`config.mk`:
```
export PLATFORM = sky130hd
export DESIGN_NAME = window_row_feeder_flat
export DESIGN_NICKNAME = d
export VERILOG_FILES = /design/src/rtl/window_row_feeder_if.sv /design/src/rtl/window_row_feeder.sv /design/src/flat_wrapper.sv
export SDC_FILE = /design/constraint.sdc
export NUM_CORES = 1
export LEC_CHECK = 0
export ABC_AREA = 1
export ABC_CLOCK_PERIOD_IN_PS = 2150
export BUFFER_PORTS_ARGS = -buffer_cell sky130_fd_sc_hd__buf_2
export CAP_MARGIN = 20
export CORE_MARGIN = 5
export CORE_UTILIZATION = 55
export CTS_BUF_LIST = sky130_fd_sc_hd__clkbuf_4
export CTS_CLUSTER_DIAMETER = 80
export DETAILED_ROUTE_END_ITERATION = 8
export PLACE_DENSITY = 0.87
export SLEW_MARGIN = 15
export SYNTH_ARGS = -nofsm -noshare
export SYNTH_HDL_FRONTEND = slang
export SYNTH_SLANG_ARGS = --single-unit
```
`constraint.sdc`:
```
create_clock -name clk -period 2.15 [get_ports clk]
set_input_delay 0.215 -clock clk [delete_from_list [all_inputs] [get_ports clk]]
set_output_delay 0.215 -clock clk [all_outputs]
set_load 0.01 [all_outputs]
```
`src/rtl/window_row_feeder_if.sv`:
```
// Row-chunk stream from the feeder to the window buffer.
// Data and strip flags are qualified by valid_out.
interface window_row_feeder_if;
  logic        valid_out;
  logic        ready_in;
  logic [31:0] pixels_out_chunk_bus;
  logic        first_row_out;
  logic        last_out;

  modport master (
    output valid_out,
    output pixels_out_chunk_bus,
    output first_row_out,
    output last_out,
    input  ready_in
  );

  modport slave (
    input  valid_out,
    input  pixels_out_chunk_bus,
    input  first_row_out,
    input  last_out,
    output ready_in
  );
endinterface

```
`src/rtl/window_row_feeder.sv`:
```
// Strip-major SRAM walker feeding 4-pixel row chunks
// to the sliding-window buffer through a 1-entry skid.
module window_row_feeder #(
  parameter int IMG_W  = 16,
  parameter int IMG_H  = 16,
  parameter int ADDR_W = 12
) (
  input  logic              clk,
  input  logic              reset,
  input  logic              start,
  input  logic [ADDR_W-1:0] base_addr,
  output logic              busy,
  output logic              done,
  output logic              mem_re,
  output logic [ADDR_W-1:0] mem_addr,
  input  logic [31:0]       mem_rdata,
  window_row_feeder_if.master out
);

  localparam int WPR = IMG_W / 4;
  localparam int RW  = (IMG_H > 1) ? $clog2(IMG_H) : 1;
  localparam int CW  = (WPR > 1) ? $clog2(WPR) : 1;
  localparam logic [RW-1:0] ROW_LAST = RW'(IMG_H - 1);
  localparam logic [CW-1:0] COL_LAST = CW'(WPR - 1);
  localparam logic [ADDR_W-1:0] STEP = ADDR_W'(WPR);

  typedef enum logic [1:0] {
    S_IDLE,
    S_RUN,
    S_DRAIN,
    S_FIN
  } state_e;

  state_e            state_q;
  logic              busy_q, done_q;
  logic [ADDR_W-1:0] strip_q, addr_q;
  logic [RW-1:0]     row_q;
  logic [CW-1:0]     col_q;

  logic        rd_pend_q, rd_first_q, rd_last_q;
  logic        out_v_q, out_v_d;
  logic [31:0] out_data_q, out_data_d;
  logic        out_first_q, out_first_d;
  logic        out_last_q, out_last_d;
  logic        sk_v_q, sk_v_d;
  logic [31:0] sk_data_q, sk_data_d;
  logic        sk_first_q, sk_first_d;
  logic        sk_last_q, sk_last_d;

  logic hs, stall, issue;
  logic row_end, col_end, last_rd;

  assign hs      = out_v_q & out.ready_in;
  assign stall   = out_v_q & ~out.ready_in;
  // One read in flight at most lands in out or skid
  assign issue   = (state_q == S_RUN) & ~sk_v_q & ~stall;
  assign row_end = (row_q == ROW_LAST);
  assign col_end = (col_q == COL_LAST);
  assign last_rd = row_end & col_end;

  assign mem_re   = issue;
  assign mem_addr = addr_q;
  assign busy     = busy_q;
  assign done     = done_q;

  assign out.valid_out            = out_v_q;
  assign out.pixels_out_chunk_bus = out_data_q;
  assign out.first_row_out        = out_first_q;
  assign out.last_out             = out_last_q;

  always_ff @(posedge clk) begin
    if (reset) begin
      state_q <= S_IDLE;
      busy_q  <= 1'b0;
      done_q  <= 1'b0;
      strip_q <= '0;
      addr_q  <= '0;
      row_q   <= '0;
      col_q   <= '0;
    end else begin
      done_q <= 1'b0;
      unique case (state_q)
        S_IDLE: begin
          if (start) begin
            state_q <= S_RUN;
            busy_q  <= 1'b1;
            strip_q <= base_addr;
            addr_q  <= base_addr;
            row_q   <= '0;
            col_q   <= '0;
          end
        end
        S_RUN: begin
          if (issue) begin
            if (row_end) begin
              row_q   <= '0;
              col_q   <= col_q + 1'b1;
              strip_q <= strip_q + 1'b1;
              addr_q  <= strip_q + 1'b1;
            end else begin
              row_q  <= row_q + 1'b1;
              addr_q <= addr_q + STEP;
            end
            if (last_rd) state_q <= S_DRAIN;
          end
        end
        S_DRAIN: begin
          if (hs && out_last_q) begin
            state_q <= S_FIN;
            busy_q  <= 1'b0;
            done_q  <= 1'b1;
          end
        end
        S_FIN: state_q <= S_IDLE;
      endcase
    end
  end

  always_comb begin
    out_v_d     = out_v_q;
    out_data_d  = out_data_q;
    out_first_d = out_first_q;
    out_last_d  = out_last_q;
    sk_v_d      = sk_v_q;
    sk_data_d   = sk_data_q;
    sk_first_d  = sk_first_q;
    sk_last_d   = sk_last_q;
    if (!out_v_q || hs) begin
      if (sk_v_q) begin
        // Skid goes first so order is preserved
        out_v_d     = 1'b1;
        out_data_d  = sk_data_q;
        out_first_d = sk_first_q;
        out_last_d  = sk_last_q;
        sk_v_d      = rd_pend_q;
        if (rd_pend_q) begin
          sk_data_d  = mem_rdata;
          sk_first_d = rd_first_q;
          sk_last_d  = rd_last_q;
        end
      end else if (rd_pend_q) begin
        out_v_d     = 1'b1;
        out_data_d  = mem_rdata;
        out_first_d = rd_first_q;
        out_last_d  = rd_last_q;
      end else begin
        out_v_d = 1'b0;
      end
    end else if (rd_pend_q) begin
      sk_v_d     = 1'b1;
      sk_data_d  = mem_rdata;
      sk_first_d = rd_first_q;
      sk_last_d  = rd_last_q;
    end
  end

  always_ff @(posedge clk) begin
    if (reset) begin
      rd_pend_q   <= 1'b0;
      rd_first_q  <= 1'b0;
      rd_last_q   <= 1'b0;
      out_v_q     <= 1'b0;
      out_data_q  <= '0;
      out_first_q <= 1'b0;
      out_last_q  <= 1'b0;
      sk_v_q      <= 1'b0;
      sk_data_q   <= '0;
      sk_first_q  <= 1'b0;
      sk_last_q   <= 1'b0;
    end else begin
      rd_pend_q   <= issue;
      rd_first_q  <= (row_q == '0);
      rd_last_q   <= last_rd;
      out_v_q     <= out_v_d;
      out_data_q  <= out_data_d;
      out_first_q <= out_first_d;
      out_last_q  <= out_last_d;
      sk_v_q      <= sk_v_d;
      sk_data_q   <= sk_data_d;
      sk_first_q  <= sk_first_d;
      sk_last_q   <= sk_last_d;
    end
  end

endmodule

```
`src/flat_wrapper.sv`:
```
// flat-port wrapper written by rule: the top's interface ports become plain ports
module window_row_feeder_flat 
#(
  parameter int IMG_W  = 16,
  parameter int IMG_H  = 16,
  parameter int ADDR_W = 12
)
  (clk, reset, start, base_addr, busy, done, mem_re, mem_addr, mem_rdata, out_valid_out, out_pixels_out_chunk_bus, out_first_row_out, out_last_out, out_ready_in);
  window_row_feeder_if out_i ();
  input  logic clk;
  input  logic reset;
  input  logic start;
  input  logic [ADDR_W-1:0] base_addr;
  output logic busy;
  output logic done;
  output logic mem_re;
  output logic [ADDR_W-1:0] mem_addr;
  input  logic [31:0] mem_rdata;
  output wire logic [$bits(out_i.valid_out)-1:0] out_valid_out;
  output wire logic [$bits(out_i.pixels_out_chunk_bus)-1:0] out_pixels_out_chunk_bus;
  output wire logic [$bits(out_i.first_row_out)-1:0] out_first_row_out;
  output wire logic [$bits(out_i.last_out)-1:0] out_last_out;
  input wire logic [$bits(out_i.ready_in)-1:0] out_ready_in;
  assign out_valid_out = out_i.valid_out;
  assign out_pixels_out_chunk_bus = out_i.pixels_out_chunk_bus;
  assign out_first_row_out = out_i.first_row_out;
  assign out_last_out = out_i.last_out;
  assign out_i.ready_in = out_ready_in;
  window_row_feeder #(.IMG_W(IMG_W), .IMG_H(IMG_H), .ADDR_W(ADDR_W)) u_core (.clk(clk), .reset(reset), .start(start), .base_addr(base_addr), .busy(busy), .done(done), .mem_re(mem_re), .mem_addr(mem_addr), .mem_rdata(mem_rdata), .out(out_i));
endmodule
```
==> results.md, run 1 <==
- Antenna cell count: 0
- Clk pin slew, worst setup/hold paths: 170 ps
- I/O pins: 98
- Reg2reg end: u_core.mem_addr[7]
- R2r startpoint: u_core.state_q[0]
- Crit path required time: 1930 ps
- Post-DR wirelength/cell: 14.5 um
- Largest net degree at the start of global routing: 67
- Die span in y: 103 um
- Hold Crit Start: mem_rdata[24]
- Minimum clock period: 1960 ps
- Fillcell total: 718
- Critical path class: reg2out
- Peak VDD IR: 0.000489 V
- Synthesis-to-finish area growth: 19.5%
- CP max-delay cell: dfxtp_1
- CP max FO: 18
- Total Wirelength: 12900 um
- Most frequent cells after synthesis: nand2_1, dfxtp_1, nor2_1
- Combinational fraction of design power: 39.4%
- Ys Warns: 0
- Yosys top cell by area: dfxtp_1
- H-Tree Depth: 3
- WHS: 18.7 ps
- Tot Pwr: 0.00649 W
- Psw: 0.00270 W
- Clock Sinks: 107
- Post-DP HPWL: 8710 um
- Die outline area: 10700 um2
- Largest stage delay on the critical path: 350 ps
- Synth Instances: 675
- Mapped Area: 4790 um2
- Post-synth EDFFs: 0
- Number of max-cap violations: 0
- Total global routing overflow: 0
- Mapped Nets: 731
- Via Count: 4870
- R2R depth: 10
- Clk Latency, worst-skew pair: 460 ps
- Ranking of synthesized cells by area: dfxtp_1, nand2_1, o21ai_0, nor2_1, a31oi_1
- Final net count: 834
- Top-count cell post-synth: nand2_1
- RSZ-0062 raised after global routing: false
- Post-synth ARST share: 0%
- GPL Wtd Cong: 0.902
- Core ar.: 8590 um2
- Startpoint types: register
- Flop pwr share: 43.3%
- Fin Setup TNS: 0 ps
- WHS Path Cells: 3
- Final setup violating endpoints: 0
- Worst Skew: 13.8 ps
- Yosys top cell area share: 44.7%
- CP arrival: 1740 ps
- Detailed Routing Iterations Pass 1: 5
- Initial antenna violation count: 0
- Sw frac: 41.7%
- Multi-input gate area in the final layout: 2310 um2
- Post-DRT Antenna Nets: 0
- Global Route Usage Sum: 24.0%
- DRT iter0 DRCs: 303
- Port buffer count: 97
- Avg Cell Area, Syn: 7.10 um2
- DR vias/cell: 5.47
- CTS root buffer: clkbuf_4
- Layout cells sized above 1: 17.8%
- Total CTS buffers: 9
- Seq/Total Area, Yosys: 44.7%
- Worst Hold Path EP: u_core.sk_data_q[24]
- Sequential cell area: 2140 um2
- Main synth FF type: dfxtp_1
- Max-slew headroom: 62.7%
- Worst-Margin Slew: 559 ps
- CP Depth: 6
- Final period util: 91.0%
- Synth unique cells: 29
- Die W: 103 um
- Status: completed
- CTS tree: yes
- Clock tree buffer depth: 2
- Fmax: 511 MHz
- Clock group share of total power: 17.3%
- Crit end category: primary output
- First-pass GRT wire length: 20600 um
- Crit-path cells: inv_1 > ha_4 > inv_2 > buf_4 > nor2_1 > buf_2
- Initial Util: 55.7%
- Seq cells post-synth: 107
- Total power divided by cell area: 1130 nW/um2
- Cell-internal power: 0.00379 W
- Fin. Hold Viols: 0
- Worst path bufs/invs: 4
- Top delay family on crit path: buffers and inverters
- Rows: 34
- Worst min-delay path class: in2reg
- Vias in the first global route: 4463
- Slew Limit Fails: 0
- Reg2Reg Setup Slack: 240 ps
- Post-route DRC: 0
- Leakage power: 2.56 nW
cells in the final DEF (no fill, tap or decap), drive strengths merged:
cell type and instances:
nand2 155, buf 109, dfxtp 107, nor2 102, o21ai 89, inv 48, a21oi 41, nand3 36
a31oi 34, dlygate4sd3 21, clkbuf 9, ha 8, xor2 6, nor3 4, clkinv 4, xnor2 3
mux2i 1, or2 1, a311oi 1, nand4 1, o21bai 1, bufinv 1, clkinvlp 1
layout make-up:
type | count | share of cell area (%)
clock buffer | 9 | 1.18
clock inverter | 7 | 1.64
inverter | 47 | 3.13
timing repair buffer | 130 | 13.9
tap | 108 | 2.36
sequential | 107 | 37.4
multi-input combinational | 483 | 40.3
logic make-up after synthesis:
| family | synth area share (%) |
|---|---|
| compound gates | 18.8 |
| xor+xnor | 1.65 |
| mux | 0.209 |
| flops | 44.7 |
| fa+ha+maj | 2.09 |
| buf+inv | 7.52 |
| simple gates | 25.1 |
state kept, by name (all words and copies together), names as in the netlist:
name and count:
u_core.out.valid_out 1, u_core.rd_pend_q 1, u_core.busy 1, u_core.rd_first_q 1, u_core.strip_q 12, u_core.col_q 2
u_core.mem_addr 12, u_core.rd_last_q 1, u_core.done 1, u_core.row_q 4, u_core.out.last_out 1, u_core.state_q 2
u_core.out.pixels_out_chunk_bus 32, u_core.sk_first_q 1, u_core.sk_v_q 1, u_core.sk_data_q 32, u_core.sk_last_q 1, u_core.out.first_row_out 1
metal layers:
| metal | global-route usage [%] | vias to the layer above | routed length, um |
|---|---|---|---|
| met5 | 0 | - | 0 |
| met4 | 7.47 | 0 | 288 |
| met3 | 5.70 | 30 | 1130 |
| met2 | 39.8 | 206 | 6260 |
| met1 | 31.1 | 2202 | 5220 |
| li1 | - | 2432 | - |
worst max path at each step:
stage | from | endpoint | slack, ps
after floorplan | u_core.state_q[1] | u_core.mem_addr[7] | 600
after global placement | u_core.row_q[0] | u_core.mem_addr[6] | 290
after detailed placement | u_core.row_q[0] | u_core.strip_q[9] | 230
after CTS | u_core.state_q[1] | mem_re | 100
after global routing | u_core.state_q[1] | mem_re | 60
final | u_core.state_q[1] | mem_re | 190
metrics by stage:
step	setup WS (ps)	cell area [um2]	std cells	util, %
after floorplan	605	4790	675	-
after global placement	287	5330	854	62.0
after detailed placement	227	5330	854	62.0
after CTS	96.7	5680	888	66.0
after global routing	59.0	5720	891	66.6
final	194	5720	891	66.6
power by group through the flow:
stage,Clock (W),Combinational (W),Sequential (W)
floorplan,0,0.00161,0.00290
global placement,0,0.00238,0.00281
detailed placement,0,0.00245,0.00284
CTS,0.00113,0.00249,0.00280
global route,0.00123,0.00288,0.00287
finish,0.00112,0.00256,0.00281
worst reg2reg max path: stages, from the launching register on:
cell and delay [ps]:
dfxtp_1 440, inv_1 80, ha_1 220, inv_1 80
nor2_1 90, a21oi_4 180, nand2_1 230, inv_2 250
o21ai_0 120, nor2_1 110, nor2_1 50
what timing repair did:
item                                    CTS  global route
hold buffers                             18             3
endpoints found under the hold margin    21             3
endpoints found under the setup margin    1             5
cloned                                    0             0
pin swaps                                 0             0
setup buffers                             0             0
gates resized for setup                   1             2
Note: power is estimated with default switching activity, not from simulation.
==> run 2, diff against run 1 <==
--- a/config.mk
+++ b/config.mk
@@ -5,7 +5,7 @@
 export SDC_FILE = /design/constraint.sdc
 export NUM_CORES = 1
 export LEC_CHECK = 0
-export ABC_AREA = 1
+export ABC_AREA = 0
 export ABC_CLOCK_PERIOD_IN_PS = 2150
 export BUFFER_PORTS_ARGS = -buffer_cell sky130_fd_sc_hd__buf_2
 export CAP_MARGIN = 20
==> results.md, run 2 <==
- Status: completed
- Clock Sinks: 107
- Minimum clock period: 2080 ps
- Fmax: 481 MHz
- Worst Hold Path EP: u_core.sk_data_q[2]
- Synth unique cells: 58
- CTS tree: yes
- Avg Cell Area, Syn: 8.34 um2
- CP arrival: 1860 ps
- Commonest non-fill, non-tap cell in the layout: dfxtp_1
- Crit end category: primary output
- Largest net degree at the start of global routing: 66
- Total power divided by cell area: 1070 nW/um2
- Detailed Routing Iterations Pass 1: 5
- Most frequent cells in the layout: dfxtp_1, buf_2, nand2_1, nor2_1, a21oi_1
- Clock tree buffer depth: 2
- Sw frac: 41.6%
- Post-DP HPWL: 8920 um
- Total CTS buffers: 9
- Antenna cell count: 0
- Initial antenna violation count: 0
- Final net count: 755
- Seq cells post-synth: 107
- Top-count cell post-synth: dfxtp_1
- Combinational fraction of design power: 40.4%
- Max-slew headroom: 52.7%
- Clock group share of total power: 15.8%
- Clk pin slew, worst setup/hold paths: 160 ps
- Main synth FF type: dfxtp_1
- Critical path class: reg2out
- Slew Limit Fails: 0
- Die outline area: 10900 um2
- Hold Crit Start: mem_rdata[2]
- Post-route DRC: 0
- Most frequent cells after synthesis: dfxtp_1, nand2_1, nor2_1
- Synthesis-to-finish area growth: 21.9%
- DP Worst Slack: 110 ps
- Seq/Total Area, Yosys: 43.8%
- CTS root buffer: clkbuf_4
- Multi-input gate area in the final layout: 2580 um2
- Final period util: 96.6%
- Peak VDD IR: 0.000550 V
- Setup slack after layout: 72.1 ps
- Yosys top cell area share: 43.8%
- Core ar.: 8680 um2
- DRT iter0 DRCs: 314
- R2R depth: 6
- Port buffer count: 97
- Layout cells sized above 1: 21.4%
- Total Wirelength: 13500 um
- R2r startpoint: u_core.state_q[0]
- Fillcell total: 702
- Number of max-cap violations: 0
- Global Route Usage Sum: 24.0%
- Rows: 34
- Ranking of synthesized cells by area: dfxtp_1, mux2i_1, nand2_1, a211oi_1, a21oi_1
- I/O pins: 98
- Sequential cell area: 2140 um2
- Die span in y: 104 um
- Reg2Reg Setup Slack: 190 ps
- Mapped Nets: 642
- Post-synth EDFFs: 0
- Ys Warns: 0
- First-pass GRT wire length: 22000 um
- Reg2reg end: u_core.mem_addr[4]
- Worst-Margin Slew: 709 ps
- Mapped Area: 4890 um2
- Crit path required time: 1930 ps
- Die W: 104 um
- Startpoint types: register
- Clk Latency, worst-skew pair: 470 ps
- Post-synth ARST share: 0%
- Final setup violating endpoints: 0
- Yosys top cell by area: dfxtp_1
- Worst Skew: 37.7 ps
- Synth Instances: 586
- Worst min-delay path class: in2reg
- Initial Util: 56.3%
- GPL Wtd Cong: 0.892
- CP max FO: 10
- DR vias/cell: 5.85
- WHS Path Cells: 3
- Post-DR wirelength/cell: 16.7 um
- Flop pwr share: 43.8%
- Psw: 0.00265 W
- Post-DRT Antenna Nets: 0
- Fin. Hold Viols: 0
- Cell-internal power: 0.00372 W
- Leakage power: 2.30 nW
- Total global routing overflow: 0
- Vias in the first global route: 4546
- RSZ-0062 raised after global routing: true
- H-Tree Depth: 3
- Fin area: 5960 um2
- Via Count: 4754
- DP Area: 5480 um2
## run 2: cell count changes in the layout (fill, tap and decap cells not counted), sizes merged, moves of 20 or more
cell	previous run	this run
o21ai	89	17
inv	48	11
mux2i	1	37
a211oi	0	40
nand3	36	16
nand2	155	85
nor2	102	73
a31oi	34	2
## run 2: how the worst max path moves through the flow
stage / endpoint / cells past startpoint / startpoint
2_1_floorplan: u_core.col_q[1] / 8 / u_core.state_q[1]
6_report: mem_re / 7 / u_core.state_q[1]
3_3_place_gp: u_core.mem_addr[4] / 6 / u_core.state_q[1]
4_1_cts: u_core.strip_q[0] / 6 / u_core.row_q[1]
5_1_grt: mem_re / 7 / u_core.state_q[1]
3_5_place_dp: u_core.strip_q[0] / 6 / u_core.row_q[1]
## run 2: cells by family (layout without fill, tap and decap cells)
family | Yosys count | count (layout) | synth area share (%)
compound gates | 143 | 144 | 18.7
xor+xnor | 11 | 11 | 1.97
fa+ha+maj | 8 | 8 | 2.05
buf+inv | 50 | 167 | 4.25
flops | 107 | 107 | 43.8
mux | 37 | 37 | 7.58
simple gates | 230 | 230 | 21.6
## run 2: power groups by stage
stage / sequential, W / combinational (W) / clock (W)
final: 0.00279 / 0.00257 / 0.00101
after global routing: 0.00284 / 0.00282 / 0.00110
after CTS: 0.00277 / 0.00241 / 0.00101
after detailed placement: 0.00281 / 0.00236 / 0
after global placement: 0.00279 / 0.00227 / 0
after floorplan: 0.00285 / 0.00149 / 0
## run 2: area by class of cell
cell class	count	area share, %
Clock buffer	9	1.13
Sequential cell	107	36.0
Clock inverter	7	1.07
Timing Repair Buffer	145	15.9
Multi-Input combinational cell	430	43.3
Tap cell	108	2.27
Inverter	6	0.378
## run 2: metal layers
layer	vias to the layer above	GRT usage (%)	wire length (um)	share of wire, %
met5	-	0	0	0
met4	0	7.31	319	2.4
met3	29	4.16	737	5.4
met2	172	41.9	6730	50
met1	2253	30.1	5740	42
li1	2300	-	-	-
## run 2: critical path: stages (launching register included)
cell and delay, ps:
dfxtp_1 390, inv_1 80, ha_2 210, inv_1 130, buf_4 210, buf_4 200, nor2_1 70, buf_2 150
## run 2: timing repair
item,in CTS,in global routing
hold buffers,28,1
endpoints found under the hold margin,28,1
setup endpoints to repair,0,9
gates resized for setup,0,8
setup buffers,0,3
## run 2: stage by stage
step / cells / setup TNS (ps) / power (W) / util, % / hold slack (ps)
2_1_floorplan: 586 / 0 / 0.00434 / - / 351
3_3_place_gp: 763 / 0 / 0.00507 / 63.1 / 436
3_5_place_dp: 763 / 0 / 0.00517 / 63.1 / 448
4_1_cts: 807 / 0 / 0.00620 / 67.9 / 8.04
5_1_grt: 812 / -89.4 / 0.00676 / 68.6 / 5.00
6_report: 812 / 0 / 0.00637 / 68.6 / 26.4
